**src/rtl/usb_rx_pkg.sv**
```systemverilog
// Shared types and constants for the full-speed USB receive path
// (bit decoder, byte assembler, PID checker).
package usb_rx_pkg;

  localparam int EOP_SE0_BITS = 2;
  localparam int STUFF_LIMIT  = 6;
  localparam logic [7:0] SYNC_PATTERN = 8'b0000_0001;

  // Encoding is {D+, D-} so a raw line sample casts straight to this type
  typedef enum logic [1:0] {
    LINE_SE0 = 2'b00,
    LINE_K   = 2'b01,
    LINE_J   = 2'b10,
    LINE_SE1 = 2'b11
  } line_state_t;

  typedef enum logic [2:0] {
    ST_IDLE,
    ST_SYNC,
    ST_RECV,
    ST_EOP,
    ST_ERR
  } rx_state_t;

  function automatic logic is_data_state(input line_state_t ls);
    return (ls == LINE_J) || (ls == LINE_K);
  endfunction

endpackage

```
**src/rtl/usb_nrzi_decode.sv**
```systemverilog
// NRZI decoder: classifies the sampled line state and compares it with the
// previous J/K symbol to recover the data bit.
module usb_nrzi_decode
  import usb_rx_pkg::*;
(
  input  logic        clk,
  input  logic        n_rst,
  input  logic        i_d_plus,
  input  logic        i_d_minus,
  input  logic        i_strobe,
  output line_state_t o_line_state,
  output logic        o_decoded
);

  line_state_t w_line;
  line_state_t r_prev_line;

  assign w_line       = line_state_t'({i_d_plus, i_d_minus});
  assign o_line_state = w_line;
  assign o_decoded    = (w_line == r_prev_line);

  // SE0/SE1 carry no NRZI information, so only J/K samples move the reference
  always_ff @(posedge clk or negedge n_rst) begin
    if (!n_rst) begin
      r_prev_line <= LINE_J;
    end else if (i_strobe && is_data_state(w_line)) begin
      r_prev_line <= w_line;
    end
  end

endmodule

```
**src/rtl/usb_rx_bit_decoder.sv**
```systemverilog
// Full-speed USB receive bit decoder: SYNC detection, bit unstuffing and EOP
// detection on top of the NRZI decoder; all outputs are registered.
module usb_rx_bit_decoder
  import usb_rx_pkg::*;
(
  input  logic clk,
  input  logic n_rst,
  input  logic i_d_plus,
  input  logic i_d_minus,
  input  logic i_bit_strobe,
  output logic o_d_orig,
  output logic o_bit_valid,
  output logic o_crc_clear,
  output logic o_receiving,
  output logic o_eop,
  output logic o_rx_error
);

  localparam logic [2:0] STUFF_CNT = 3'(STUFF_LIMIT);
  localparam logic [2:0] EOP_CNT   = 3'(EOP_SE0_BITS);
  localparam logic [2:0] IDLE_CNT  = 3'(EOP_SE0_BITS + 1);

  line_state_t w_line;
  logic        w_decoded;
  logic        w_data;

  rx_state_t   r_state, w_state_next;
  logic [2:0]  r_sync_cnt, w_sync_cnt_next;
  logic [7:0]  r_sync_sr, w_sync_sr_next;
  logic [2:0]  r_one_cnt, w_one_cnt_next;
  logic [2:0]  r_se0_cnt, w_se0_cnt_next;
  logic [2:0]  r_idle_cnt, w_idle_cnt_next;

  logic [7:0]  w_sync_shift;
  logic        w_sync_last;
  logic        w_sync_match;

  logic        w_bit_valid, w_crc_clear, w_eop, w_rx_error;

  usb_nrzi_decode u_nrzi (
    .clk          (clk),
    .n_rst        (n_rst),
    .i_d_plus     (i_d_plus),
    .i_d_minus    (i_d_minus),
    .i_strobe     (i_bit_strobe),
    .o_line_state (w_line),
    .o_decoded    (w_decoded)
  );

  assign w_data       = is_data_state(w_line);
  assign w_sync_shift = {r_sync_sr[6:0], w_decoded};
  assign w_sync_last  = (r_sync_cnt == 3'd7);
  assign w_sync_match = (w_sync_shift == SYNC_PATTERN);

  always_ff @(posedge clk or negedge n_rst) begin
    if (!n_rst) begin
      r_state    <= ST_IDLE;
      r_sync_cnt <= '0;
      r_sync_sr  <= '0;
      r_one_cnt  <= '0;
      r_se0_cnt  <= '0;
      r_idle_cnt <= '0;
    end else begin
      r_state    <= w_state_next;
      r_sync_cnt <= w_sync_cnt_next;
      r_sync_sr  <= w_sync_sr_next;
      r_one_cnt  <= w_one_cnt_next;
      r_se0_cnt  <= w_se0_cnt_next;
      r_idle_cnt <= w_idle_cnt_next;
    end
  end

  always_comb begin
    w_state_next    = r_state;
    w_sync_cnt_next = r_sync_cnt;
    w_sync_sr_next  = r_sync_sr;
    w_one_cnt_next  = r_one_cnt;
    w_se0_cnt_next  = r_se0_cnt;
    w_idle_cnt_next = r_idle_cnt;
    if (i_bit_strobe) begin
      case (r_state)
        ST_IDLE: begin
          // First K after idle J is always a decoded 0 and opens SYNC
          if (w_line == LINE_K) begin
            w_state_next    = ST_SYNC;
            w_sync_cnt_next = 3'd1;
            w_sync_sr_next  = 8'h00;
          end
        end
        ST_SYNC: begin
          if (!w_data) begin
            w_state_next = ST_ERR;
          end else begin
            w_sync_sr_next  = w_sync_shift;
            w_sync_cnt_next = r_sync_cnt + 3'd1;
            if (w_sync_last) begin
              w_state_next   = w_sync_match ? ST_RECV : ST_ERR;
              w_one_cnt_next = '0;
            end
          end
        end
        ST_RECV: begin
          case (w_line)
            LINE_SE0: begin
              w_state_next   = ST_EOP;
              w_se0_cnt_next = 3'd1;
            end
            LINE_SE1: w_state_next = ST_ERR;
            default: begin
              if (r_one_cnt >= STUFF_CNT) begin
                if (w_decoded) begin
                  w_state_next = ST_ERR;
                end else begin
                  w_one_cnt_next = '0;
                end
              end else begin
                w_one_cnt_next = w_decoded ? r_one_cnt + 3'd1 : 3'd0;
              end
            end
          endcase
        end
        ST_EOP: begin
          if (w_line == LINE_SE0) begin
            if (r_se0_cnt != 3'b111) begin
              w_se0_cnt_next = r_se0_cnt + 3'd1;
            end
          end else if (w_line == LINE_J && r_se0_cnt >= EOP_CNT) begin
            w_state_next = ST_IDLE;
          end else begin
            w_state_next = ST_ERR;
          end
        end
        ST_ERR: begin
          // Only an unbroken run of idle J samples lets the receiver re-arm
          if (w_line == LINE_J) begin
            if (r_idle_cnt + 3'd1 >= IDLE_CNT) begin
              w_state_next    = ST_IDLE;
              w_idle_cnt_next = '0;
            end else begin
              w_idle_cnt_next = r_idle_cnt + 3'd1;
            end
          end else begin
            w_idle_cnt_next = '0;
          end
        end
        default: w_state_next = ST_IDLE;
      endcase
    end
  end

  always_comb begin
    w_bit_valid = 1'b0;
    w_crc_clear = 1'b0;
    w_eop       = 1'b0;
    w_rx_error  = 1'b0;
    if (i_bit_strobe) begin
      case (r_state)
        ST_SYNC: begin
          if (!w_data) begin
            w_rx_error = 1'b1;
          end else if (w_sync_last) begin
            w_crc_clear = w_sync_match;
            w_rx_error  = !w_sync_match;
          end
        end
        ST_RECV: begin
          if (w_line == LINE_SE1) begin
            w_rx_error = 1'b1;
          end else if (w_data) begin
            if (r_one_cnt < STUFF_CNT) begin
              w_bit_valid = 1'b1;
            end else begin
              w_rx_error = w_decoded;
            end
          end
        end
        ST_EOP: begin
          if (w_line == LINE_J && r_se0_cnt >= EOP_CNT) begin
            w_eop = 1'b1;
          end else if (w_line != LINE_SE0) begin
            w_rx_error = 1'b1;
          end
        end
        default: ;
      endcase
    end
  end

  always_ff @(posedge clk or negedge n_rst) begin
    if (!n_rst) begin
      o_d_orig    <= 1'b0;
      o_bit_valid <= 1'b0;
      o_crc_clear <= 1'b0;
      o_receiving <= 1'b0;
      o_eop       <= 1'b0;
      o_rx_error  <= 1'b0;
    end else begin
      o_bit_valid <= w_bit_valid;
      o_crc_clear <= w_crc_clear;
      o_eop       <= w_eop;
      o_rx_error  <= w_rx_error;
      o_receiving <= (w_state_next == ST_RECV) || (w_state_next == ST_EOP);
      if (w_bit_valid) begin
        o_d_orig <= w_decoded;
      end
    end
  end

endmodule
```
**config.mk**
```make
export PLATFORM = sky130hd
export DESIGN_NAME = usb_rx_bit_decoder
export DESIGN_NICKNAME = d
export VERILOG_FILES = /design/src/rtl/usb_rx_pkg.sv /design/src/rtl/usb_nrzi_decode.sv /design/src/rtl/usb_rx_bit_decoder.sv
export SDC_FILE = /design/constraint.sdc
export NUM_CORES = 1
export LEC_CHECK = 0
export ABC_AREA = 1
export CELL_PAD_IN_SITES_DETAIL_PLACEMENT = 0
export CELL_PAD_IN_SITES_GLOBAL_PLACEMENT = 2
export CORE_AREA = 2 2 62 87
export CTS_CLUSTER_DIAMETER = 100
export DETAILED_ROUTE_END_ITERATION = 16
export DIE_AREA = 0 0 64 89
export PLACE_DENSITY = 0.84
export SYNTH_ARGS = -nofsm -noshare
export SYNTH_HDL_FRONTEND = slang
export SYNTH_SLANG_ARGS = --single-unit
```
**constraint.sdc**
```tcl
create_clock -name clk -period 1.72 [get_ports clk]
set_clock_uncertainty 0.05 [all_clocks]
set_input_delay 0.344 -clock clk [delete_from_list [all_inputs] [get_ports clk]]
set_output_delay 0.344 -clock clk [all_outputs]
set_load 0.005 [all_outputs]
```
==> reports/results.ini <==
[cells_and_area]
antenna_cells=0
fillers=500
fin_area_um2=2130
syn_to_final_growth_pct=28.0
multi_input_area_um2=805
nets=255
stdcell_count=303
seq_area_um2=752
drive_gt1_frac=0.255

[clocking]
cts_made_buffers=5
cts.path.max_buffers=2
holdBufCountCts=0
clk_pin_slew_ps=70
cts_root_buffer=clkbuf_8
clock_sinks=30
cts_max_level=2
cts_tree=built
clock_latency_ps=280

[timing]
maxSlewViolCount=0
tns_ps=0
min_period_over_period=0.903
min_period_ps=1550
hold_ws_ps=376
fmax_ghz=0.644
setup_viol=0
slew_headroom=0.737
rsz0062_at_grt=false
hold_violations=0
max_slew.worst_pin.slew_ps=391

[route]
met2_length_um=1760
drc=0
drt_pass1_iterations=4
routed_wl_um=3360
top_layer=met4
antenna_left=0
vias_per_cell=4.48
via_count=1358
wire_per_inst_um=11.1
drt-met1-wl_um=1420
wl_met3_um=96
drt_iter0_markers=37

[floorplan]
ios=11
die_y_um=89
dieArea_um2=5700
coreArea_um2=4840
initial_core_util=0.344
die_w_um=64
rows=30

[grt]
grt_pass1_vias=1392
grt_use_total=0.142
grt_overflow=0
antenna_found_initial=0
grt_pass1_wl_um=6190
grt_max_degree=31

[critical_path]
path_delay_family=adder cells
crit_type=flop to flop
worstPathCellList=ha_1 > ha_1 > or2_1 > o21ai_2 > nor2_2 > nand2_4 > a21oi_2 > a21oi_2
worstPathRequired_ps=1880
crit_fanout=5
cp-end-kind=flop
path_buf_inv=0
cpPeakStageDelay_ps=390
cp.arrival_ps=1710
critPathSlowestCell=dfrtp_1
r2r_slack_ps=170
start_kind=flop

[outcome]
status=finished, final reports clean

[synth]
ys_ff_latch=30
synthesis.instances=200
ys_seq_area_frac=0.452
synth_top_flop_cell=dfrtp_1
syn_area_um2=1660
synthTopCellsByArea=dfrtp_1 44%, nand2_1 9.9%, ha_1 9.0%
synth.net_count=217
synth_common_cells=44 x nand2_1, 29 x dfrtp_1, 22 x inv_1, 18 x nor2_1
netlist.area_leader.share=0.436
synth_area_leader_cell=dfrtp_1
yosysMostFrequentCell=nand2_1
synth_cell_types=28
synth-edff-count=0
synthArstFlopShare=1.00
yosys_warnings=0
syn_area_per_cell_um2=8.32

[pwr]
total_power_mw=2.21
vdd_drop_max_v=0.000337
power_per_cell_area_nw_per_um2=1040
p_leak_nw=1.07

[placement]
placed_cell_area_um2=2010
dp_cells=294
gp_congestion=0.773
portBuffers=10
dp_hpwl_um=2620

[job]
drv_cap=0

[worst_hold_path]
hp-class=input port to async pin

==> registers in the layout, summed over array words and instances, names as in the netlist, 2 cells and up, named ones only <==
register / count
r_idle_cnt: 3
r_one_cnt: 3
r_se0_cnt: 3
r_state: 2
r_sync_cnt: 3
r_sync_sr: 7
u_nrzi.r_prev_line: 2
==> cell type report <==
class,instances,area share
clock buffer,7,0.0405
inverter,31,0.0546
multi-input combinational,137,0.378
timing repair buffer,33,0.134
tap,64,0.0376
sequential,30,0.353
clock inverter,1,0.00235
==> cells in the final DEF (no fill, tap or decap), types with 2 or more instances in the layout <==
cell type        instances
a21oi_2                  5
nand2_2                  3
o21ai_0                  5
nand4_1                  2
nor2_1                  18
a21oi_1                  6
nor2_4                   2
clkdlybuf4s50_1          8
o21ai_2                  3
nor2_2                   3
nand3_2                  2
clkbuf_8                 6
o22ai_1                  7
dfrtp_1                 29
inv_2                    9
ha_1                    11
buf_4                   22
nand2_1                 44
nand3_1                 11
o21ai_1                  7
inv_1                   22
==> layer usage <==
metal  global-route usage  vias up
met3               0.0390        6
met1                0.157      622
met2                0.251       14
li1                     -      716
met4               0.0711        0
met5                    0        -
==> worst register-to-register path, cell delays in order (launching register included) <==
cell     delay (ps)
dfrtp_1         390
ha_1            210
ha_1            210
or2_1           270
o21ai_2          70
nor2_2           60
nand2_4          80
a21oi_2          40
a21oi_2          90
==> final timing paths <==
check                                   start               endpoint  depth (start not counted)
worst min-delay path                    n_rst          r_sync_cnt[1]                          2
worst max register to register  r_sync_cnt[0]           r_one_cnt[2]                          8
worst max-delay path            r_sync_cnt[0]           r_one_cnt[2]                          8
max in group asynchronous               n_rst  u_nrzi.r_prev_line[1]                          2
worst min register to register  r_sync_cnt[0]          r_sync_cnt[0]                          1
min in group clk                r_sync_cnt[0]          r_sync_cnt[0]                          1
==> per-stage QoR <==
stage / util / worst slack [ps]
6_report: 0.440 / 167
5_1_grt: 0.440 / 28.1
4_1_cts: 0.439 / 7.98
3_5_place_dp: 0.415 / -397
3_3_place_gp: 0.415 / -371
2_1_floorplan: - / 222
==> timing repair <==
action / CTS / global route
buffers inserted: 1 / 0
setup endpoints to repair: 13 / 9
pin swaps: 2 / 1
gates resized for setup: 5 / 2
==> cells by family (layout without fill, tap and decap cells) <==
family,count (synthesis),count (layout),share of synthesized area
AND/OR/NAND/NOR,89,89,0.245
flip-flops,30,30,0.452
AO/OA/AOI/OAI,35,35,0.130
XOR/XNOR,1,1,0.00526
buffers and inverters,33,72,0.0774
adder cells (fa/ha/maj),12,12,0.0902
==> report_power, final <==
group	switching (mW)	total (mW)	internal [mW]
Clock	0.261	0.583	0.322
Combinational	0.392	0.692	0.300
Sequential	0.0940	0.936	0.842
Total	0.747	2.21	1.46
Power figures use the tool's default switching activity.
